[src/rtl/adma_dm_width_conv_buf.sv]
// rtl/adma_dm_width_conv_buf.sv - source-to-destination data buffer with FIFO and power-of-two width conversion
// Upsize packs narrow beats into wide words ahead of the FIFO; downsize splits wide words after it.
module adma_dm_width_conv_buf #(
  parameter int ATX_SRC_DATA_W = 256,
  parameter int ATX_DST_DATA_W = 64,
  parameter int BUF_DEPTH      = 8,
  localparam int STO_W = (ATX_SRC_DATA_W > ATX_DST_DATA_W) ? ATX_SRC_DATA_W : ATX_DST_DATA_W,
  localparam int MIN_W = (ATX_SRC_DATA_W < ATX_DST_DATA_W) ? ATX_SRC_DATA_W : ATX_DST_DATA_W,
  localparam int RATIO = STO_W / MIN_W,
  localparam int CNT_W = $clog2(BUF_DEPTH) + 1
) (
  input  logic                      clk,
  input  logic                      rst,
  input  logic                      flush,
  input  logic [ATX_SRC_DATA_W-1:0] src_data,
  input  logic                      src_last,
  input  logic                      src_vld,
  output logic                      src_rdy,
  output logic [ATX_DST_DATA_W-1:0] dst_data,
  output logic                      dst_last,
  output logic                      dst_vld,
  input  logic                      dst_rdy,
  output logic [CNT_W-1:0]          buf_cnt,
  output logic                      buf_full,
  output logic                      buf_empty
);

  localparam int PTR_W = $clog2(BUF_DEPTH);

  logic [STO_W:0]     r_mem [BUF_DEPTH];
  logic [PTR_W-1:0]   r_wr_ptr;
  logic [PTR_W-1:0]   r_rd_ptr;
  logic [CNT_W-1:0]   r_cnt;
  logic               w_src_fire;
  logic               w_dst_fire;
  logic               w_push;
  logic               w_pop;
  logic [STO_W:0]     w_push_word;
  logic [STO_W:0]     w_rd_word;

  assign buf_cnt    = r_cnt;
  assign buf_full   = (r_cnt == CNT_W'(BUF_DEPTH));
  assign buf_empty  = (r_cnt == '0);
  assign src_rdy    = !rst & !buf_full & !flush;
  assign dst_vld    = !buf_empty;
  assign w_rd_word  = r_mem[r_rd_ptr];
  assign w_src_fire = src_vld & src_rdy;
  assign w_dst_fire = dst_vld & dst_rdy;

  generate
    if (ATX_SRC_DATA_W < ATX_DST_DATA_W) begin : g_up
      localparam int LANE_W = $clog2(RATIO);
      localparam logic [LANE_W-1:0] LAST_LANE = LANE_W'(RATIO - 1);
      logic [LANE_W-1:0] r_lane;
      logic [STO_W-1:0]  r_pack;
      logic [STO_W-1:0]  w_pack_next;

      always_comb begin
        w_pack_next = r_pack;
        w_pack_next[r_lane*ATX_SRC_DATA_W +: ATX_SRC_DATA_W] = src_data;
      end

      // A src_last beat closes the word early; unwritten upper lanes stay zero.
      assign w_push      = w_src_fire & ((r_lane == LAST_LANE) | src_last);
      assign w_push_word = {src_last, w_pack_next};

      always_ff @(posedge clk or posedge rst) begin
        if (rst) begin
          r_lane <= '0;
          r_pack <= '0;
        end else if (flush) begin
          r_lane <= '0;
          r_pack <= '0;
        end else if (w_src_fire) begin
          if (w_push) begin
            r_lane <= '0;
            r_pack <= '0;
          end else begin
            r_lane <= r_lane + 1'b1;
            r_pack <= w_pack_next;
          end
        end
      end
    end else begin : g_no_up
      assign w_push      = w_src_fire;
      assign w_push_word = {src_last, src_data};
    end

    if (ATX_SRC_DATA_W > ATX_DST_DATA_W) begin : g_dn
      localparam int LANE_W = $clog2(RATIO);
      localparam logic [LANE_W-1:0] LAST_LANE = LANE_W'(RATIO - 1);
      logic [LANE_W-1:0] r_sub;

      // Stored word leaves the FIFO only after its final sub-beat is taken.
      assign w_pop    = w_dst_fire & (r_sub == LAST_LANE);
      assign dst_data = dst_vld ? w_rd_word[r_sub*ATX_DST_DATA_W +: ATX_DST_DATA_W] : '0;
      assign dst_last = dst_vld & w_rd_word[STO_W] & (r_sub == LAST_LANE);

      always_ff @(posedge clk or posedge rst) begin
        if (rst) begin
          r_sub <= '0;
        end else if (flush) begin
          r_sub <= '0;
        end else if (w_dst_fire) begin
          r_sub <= (r_sub == LAST_LANE) ? '0 : r_sub + 1'b1;
        end
      end
    end else begin : g_no_dn
      assign w_pop    = w_dst_fire;
      assign dst_data = dst_vld ? w_rd_word[STO_W-1:0] : '0;
      assign dst_last = dst_vld & w_rd_word[STO_W];
    end
  endgenerate

  always_ff @(posedge clk) begin
    if (w_push) begin
      r_mem[r_wr_ptr] <= w_push_word;
    end
  end

  always_ff @(posedge clk or posedge rst) begin
    if (rst) begin
      r_wr_ptr <= '0;
      r_rd_ptr <= '0;
      r_cnt    <= '0;
    end else if (flush) begin
      r_wr_ptr <= '0;
      r_rd_ptr <= '0;
      r_cnt    <= '0;
    end else begin
      if (w_push) begin
        r_wr_ptr <= r_wr_ptr + 1'b1;
      end
      if (w_pop) begin
        r_rd_ptr <= r_rd_ptr + 1'b1;
      end
      if (w_push & !w_pop) begin
        r_cnt <= r_cnt + 1'b1;
      end else if (!w_push & w_pop) begin
        r_cnt <= r_cnt - 1'b1;
      end
    end
  end

endmodule

[config.mk]
export PLATFORM = sky130hd
export DESIGN_NAME = adma_dm_width_conv_buf
export DESIGN_NICKNAME = d
export VERILOG_FILES = /design/src/rtl/adma_dm_width_conv_buf.sv
export SDC_FILE = /design/constraint.sdc
export NUM_CORES = 2
export LEC_CHECK = 0
export CAP_MARGIN = 20
export CORE_MARGIN = 2
export CORE_UTILIZATION = 39
export CTS_CLUSTER_DIAMETER = 200
export CTS_CLUSTER_SIZE = 12
export DETAILED_ROUTE_END_ITERATION = 12
export DONT_BUFFER_PORTS = 1
export GPL_TIMING_DRIVEN = 0
export SYNTH_ARGS = -nofsm -noshare
export SYNTH_HDL_FRONTEND = slang
export SYNTH_SLANG_ARGS = --single-unit
[constraint.sdc]
create_clock -name clk -period 54.3 [get_ports clk]
set_input_delay 10.86 -clock clk [delete_from_list [all_inputs] [get_ports clk]]
set_output_delay 10.86 -clock clk [all_outputs]
set_load 0.005 [all_outputs]
==> results of run 1 <==
[metrics by stage]
| stage | TNS, ns | cells | util [%] |
|---|---|---|---|
| 4_1_cts | 0 | 6451 | 45.0 |
| 3_5_place_dp | 0 | 6238 | 42.5 |
| 5_1_grt | 0 | 6451 | 45.0 |
| 3_3_place_gp | -2861.32 | 5996 | 41.0 |
| 6_report | 0 | 6454 | 45.0 |
| 2_1_floorplan | 0 | 3340 | - |
[registers in the layout, indices dropped and copies added, names as in the netlist]
register	flops
r_mem	2056
r_wr_ptr	3
r_rd_ptr	3
g_dn.r_sub	2
buf_cnt	4
[cell families after synthesis]
logic type               after synthesis  share of synthesized area (%)
buffers and inverters                184                           1.08
multiplexers                         742                           17.3
flip-flops                          2068                           78.9
adder cells (fa/ha/maj)                6                          0.105
AO/OA/AOI/OAI                        203                           1.69
AND/OR/NAND/NOR                      133                          0.891
XOR/XNOR                               4                         0.0445
[layer usage]
metal	vias to the layer above	part of all wire, %	wire length [um]
met5	-	0	0
met2	1172	51	102000
met1	19600	39	79700
li1	15100	-	-
met4	0	1.9	3800
met3	238	8.0	16100
[worst min-delay path by stage]
| stage | start | end | slack (ns) | depth (start not counted) |
|---|---|---|---|---|
| after global placement | r_wr_ptr[0]$_DFFE_PP0P_ | r_wr_ptr[0]$_DFFE_PP0P_ | 0.59 | 1 |
| final | r_wr_ptr[1]$_DFFE_PP0P_ | r_wr_ptr[1]$_DFFE_PP0P_ | 0.65 | 2 |
| after CTS | r_wr_ptr[1]$_DFFE_PP0P_ | r_wr_ptr[1]$_DFFE_PP0P_ | 0.64 | 2 |
| after global routing | r_wr_ptr[1]$_DFFE_PP0P_ | r_wr_ptr[1]$_DFFE_PP0P_ | 0.69 | 2 |
| after floorplan | buf_cnt[2]$_DFFE_PP0P_ | buf_cnt[2]$_DFFE_PP0P_ | 0.54 | 2 |
| after detailed placement | r_wr_ptr[1]$_DFFE_PP0P_ | r_wr_ptr[1]$_DFFE_PP0P_ | 0.64 | 2 |
[tightest hold or removal path, delay by kind of cell (launching register included)]
kind / cells / cell delay, ns
AND/OR/NAND/NOR: 1 / 0.09
AO/OA/AOI/OAI: 1 / 0.06
flip-flops: 1 / 0.46
[area by class of cell]
cell class	instances	area, sq um
Antenna cell	3	7.51
Buffer	175	821
Clock buffer	201	4880
Clock inverter	12	166
Fill cell	16600	110000
Inverter	9	33.8
Multi-Input combinational cell	1088	15800
Sequential cell	2068	62000
Tap cell	2656	3320
Timing Repair Buffer	242	3010
[cells in the mapped netlist (all sizes together) (6+ instances only)]
cell type | n | area [sq um]
a211o | 15 | 131
a211oi | 21 | 158
a21oi | 9 | 45.0
buf | 103 | 547
clkbuf | 72 | 270
dfrtp | 12 | 300
edfxtp | 2056 | 61700
inv | 8 | 30.0
mux2 | 15 | 169
mux2i | 233 | 2330
mux4 | 494 | 11100
nand2 | 22 | 82.6
nand2b | 9 | 56.3
nor2 | 24 | 90.1
nor2b | 6 | 37.5
nor3 | 18 | 90.1
o21ai | 21 | 105
o22ai | 123 | 769
or2 | 38 | 238
[power by group through the flow]
stage	clock (mW)	sequential (mW)	combinational (mW)
6_report	1.18	1.77	0.0476
3_3_place_gp	0	1.82	0.0441
5_1_grt	1.26	1.77	0.0505
4_1_cts	1.21	1.77	0.0484
2_1_floorplan	0	1.81	0.0241
3_5_place_dp	0	1.80	0.0481
==> reports/metrics.yaml, run 1 <==
peakVddDrop_mv: 0.0314
final_area_sq_um: 90100
intPower_mw: 2.41
core_sq_um: 200000
r2r_slack_ns: 49.82
grt_setup_unrepaired: "false"
comb_power_share_pct: 1.6
busiest_layer: "met2"
start_util_pct: 39.3
antenna_left: 0
die_y_um: 453
path_max_fanout: 10
fin_crit_ns: 22.42
worst_pin_slew_ns: 1.14
globalRouteOverflowTotal: 0
hp-class: "register to register"
layout-drive-gt1-share_pct: 27.7
dieArea_sq_um: 205000
reg2reg_depth: 11
netSwitchingFraction_pct: 19.5
yosysWarnings: 0
die_x_um: 453
synth_cell_types: 43
timing.rr.start: "buf_cnt[3]$_DFFE_PP0P_"
grt_max_degree: 26
io-pin-count: 335
routedWlPerCell_um: 31.3
grtUsageMet3_pct: 5.56
firstDrtPassIters: 7
syn-mean-instance-area_sq_um: 23.6
period_share_pct: 41.3
cts_resized: 0
cp.required_ns: 43.44
nNetsFinal: 4042
dpl.hpwl_um: 142000
clk_pin_slew_ns: 0.06
place_area_sq_um: 85000
layout_common_cells: "2056 x edfxtp_1, 494 x mux4_2, 233 x mux2i_1, 194 x clkbuf_16, 125 x buf_6"
synthFlopType: "edfxtp_1"
syn_area_sq_um: 78700
cts_inserted_buffers: 190
setup_ws_ns: 31.88
grt.total_usage_pct: 19.7
clock_path_buffers: 3
power.leakage_nw: 27.0
ctsHtreeMaxLevel: 4
critPathMaxStageDelay_ns: 0.48
wl_um: 202000
via_per_inst: 5.59
finalMaxSlewViolations: 0
use_met1_pct: 25.1
cpLargestDelayFamily: "simple AND/OR/NAND/NOR gates"
power_density_nw_per_um2: 33.3
drt_iter0_drc: 3797
port_buffers: 0
cts_tree: "built"
max-cap-violations: 0
rows: 164
cts_sinks: 2068
netlist_instances: 3340
drcViolationCount: 0
syn_nets: 3608
vias: 36100
antenna_found_initial: 5
status: "completed"
switching_power_mw: 0.585
pwr-share-seq_pct: 59.0
total_power_mw: 3.00
grt_pass1_vias: 37900
gp_congestion: 0.723
slowest_stage: "nor3_1"
path_depth: 2
synth_edf_count: 2056
critical_path_arrival_ns: 11.56
path_class: "input pin to output pin"
relSlewSlack_pct: 24.1
final-setup-viol-count: 0
dp_worst_setup_slack_ns: 31.83
yosysSeqAreaShare_pct: 78.9
crit_buf_inv: 1
cts-root-buf: "clkbuf_16"
r2r_end: "r_mem[7][234]$_DFFE_PP_"
hold_viol: 0
clk_latency_ns: 0.83
whs_ns: 0.651
synth_seq_cells: 2068
power_frac_clock_pct: 39.4
postCtsSetupRepairBufs: 0
startpoint_type: "input pin"
cp-startpoint: "flush"
timing.fmax_ghz: 0.0446
crit_end: "src_rdy"
final_common_cell: "edfxtp_1"
grt_first_pass_wirelength_um: 286000
timing.critical_path.cells: "clkbuf_1, nor3_1"
grt_use_met2_pct: 33.3
finClkSkew_ns: 0.0211
worstSetupEndpointType: "output pin"
cts_hold_buffers: 0
async_flop_share_pct: 0.580
syn2layout_area_growth_pct: 14.5
Power figures use the tool's default switching activity.
==> run 2: changes to the inputs <==
==> constraint.sdc (replaced) <==
create_clock -name clk -period 21.8 [get_ports clk]
set_input_delay 4.36 -clock clk [delete_from_list [all_inputs] [get_ports clk]]
set_output_delay 4.36 -clock clk [all_outputs]
set_load 0.005 [all_outputs]
==> reports/metrics.yaml, run 2 (same netlist as run 1, synthesis figures left out) <==
layout-drive-gt1-share_pct: 27.1  # -0.62 points
final-setup-viol-count: 0  # unchanged
gp_congestion: 0.727  # +0.51%
grt_pass1_vias: 37400  # -1.2%
status: "completed"
cp-startpoint: "flush"
clk_pin_slew_ns: 0.07  # about the same
nNetsFinal: 4015  # -0.67%
antenna_found_initial: 4  # -1
path_class: "input pin to output pin"
setup_ws_ns: 12.53  # -19.34 ns
start_util_pct: 39.3  # unchanged
crit_end: "src_rdy"
via_per_inst: 5.61  # +0.32%
peakVddDrop_mv: 0.0746  # +140%
post-route-util_pct: 45.1  # +0.089 points
cpLargestDelayFamily: "buffers and inverters"
worst_pin_slew_ns: 1.14  # +0.00117 ns
dp_worst_setup_slack_ns: 12.51  # -19.32 ns
clock_path_buffers: 3  # unchanged
fin_tns_setup_ns: 0  # unchanged
power.leakage_nw: 27.0  # -0.20%
cts-root-buf: "clkbuf_16"
cts_inserted_buffers: 190  # unchanged
critical_path_arrival_ns: 4.91  # -6.65 ns
r2r_slack_ns: 17.82  # -32.00 ns
grt_max_degree: 26  # unchanged
startpoint_type: "input pin"
cts_hold_buffers: 0  # unchanged
path_depth: 2  # unchanged
drcViolationCount: 0  # unchanged
die_y_um: 453  # unchanged
drt_iter0_drc: 3770  # -0.71%
wl_um: 204000  # +0.99%
firstDrtPassIters: 5  # -2
relSlewSlack_pct: 24.0  # -0.078 points
cts_sinks: 2068  # unchanged
final_common_cell: "edfxtp_1"
antenna_left: 0  # unchanged
layout_common_cells: "2056 x edfxtp_1, 494 x mux4_2, 233 x mux2i_1, 193 x clkbuf_16, 123 x o22ai_1"
total_power_mw: 7.47  # +150%
die_x_um: 453  # unchanged
critPathMaxStageDelay_ns: 0.40  # -0.08 ns
slowest_stage: "clkbuf_1"
vias: 36100  # -0.10%
num-fill-cells: 16600  # -0.28%
clk_latency_ns: 0.84  # about the same
largest_register: "r_mem"
path_max_fanout: 10  # unchanged
worstSetupEndpointType: "output pin"
io-pin-count: 335  # unchanged
reg2reg_depth: 11  # unchanged
syn2layout_area_growth_pct: 14.8
cp.required_ns: 17.44  # -26.00 ns
core_sq_um: 200000  # unchanged
timing.fmax_ghz: 0.108
max-cap-violations: 0  # unchanged
timing.critical_path.cells: "clkbuf_1, nor3_1"
final_area_sq_um: 90300  # +0.20%
power_density_nw_per_um2: 82.7  # +150%
period_share_pct: 42.5
cts_resized: 0  # unchanged
r2r_end: "r_mem[1][170]$_DFFE_PP_"
hp-class: "register to register"
postCtsSetupRepairBufs: 0  # unchanged
ctsHtreeMaxLevel: 4  # unchanged
grt.total_usage_pct: 19.8  # +0.15 points
cts_tree: "built"
largest_reg_flops: 2056  # unchanged
globalRouteOverflowTotal: 0  # unchanged
dpl.hpwl_um: 142000  # +0.42%
dieArea_sq_um: 205000  # unchanged
finalMaxSlewViolations: 0  # unchanged
hold_viol: 0  # unchanged
rows: 164  # unchanged
crit_buf_inv: 1  # unchanged
grt_setup_unrepaired: "false"
finClkSkew_ns: 0.0263  # +0.00520 ns
routedWlPerCell_um: 31.7  # +1.4%
timing.rr.start: "buf_cnt[3]$_DFFE_PP0P_"
port_buffers: 0  # unchanged
fin_crit_ns: 9.27
grt_first_pass_wirelength_um: 288000  # +0.56%
place_area_sq_um: 85200  # +0.21%
## run 2: cell count changes in the layout (fill, tap and decap cells not counted), moves of 3 or more
cell | before | now
buf_16 | 7 | 23
buf_4 | 66 | 25
a2111oi_0 | 3 | 0
a2111oi_1 | 0 | 3
buf_8 | 28 | 43
buf_2 | 66 | 62
buf_6 | 125 | 111
## run 2: how the worst min path moves through the flow
stage	start	endpoint	slack, ns	cells after the start
after floorplan	buf_cnt[2]$_DFFE_PP0P_	buf_cnt[2]$_DFFE_PP0P_	0.54	2
after global placement	r_wr_ptr[0]$_DFFE_PP0P_	r_wr_ptr[0]$_DFFE_PP0P_	0.61	1
after detailed placement	buf_cnt[2]$_DFFE_PP0P_	buf_cnt[2]$_DFFE_PP0P_	0.62	2
after CTS	buf_cnt[2]$_DFFE_PP0P_	buf_cnt[2]$_DFFE_PP0P_	0.64	2
after global routing	buf_cnt[2]$_DFFE_PP0P_	buf_cnt[2]$_DFFE_PP0P_	0.66	2
final	buf_cnt[2]$_DFFE_PP0P_	buf_cnt[2]$_DFFE_PP0P_	0.63	2
## run 2: power by group
group | leakage, nW | total (mW) | internal, mW | switching (mW)
clock | 2.47 | 2.95 | 1.56 | 1.38
combinational | 5.84 | 0.120 | 0.0409 | 0.0793
sequential | 18.7 | 4.40 | 4.40 | 0.00556
## run 2: per-layer routing
metal / wire length (um) / vias up / track usage [%]
met1: 80700 / 19500 / 25.5
met3: 16700 / 248 / 5.88
met5: 0 / - / 0
met2: 103000 / 1236 / 33.3
met4: 3960 / 0 / 4.31
li1: - / 15000 / -
## run 2: layout make-up
type	instances	area, sq um	share of cell area, %
inverter	9	33.8	0.0374
antenna	4	10.0	0.0111
clock inverter	12	171	0.190
clock buffer	200	4860	5.38
tap	2656	3320	3.68
buffer	175	817	0.905
multi-input combinational	1088	15800	17.5
sequential	2068	62000	68.7
timing repair buffer	215	3190	3.53
## run 2: metrics by stage
stage	cells	hold WS (ns)
after floorplan	3340	0.540
after global placement	5996	0.605
after detailed placement	6209	0.622
after CTS	6421	0.636
after global routing	6424	0.661
final	6427	0.625
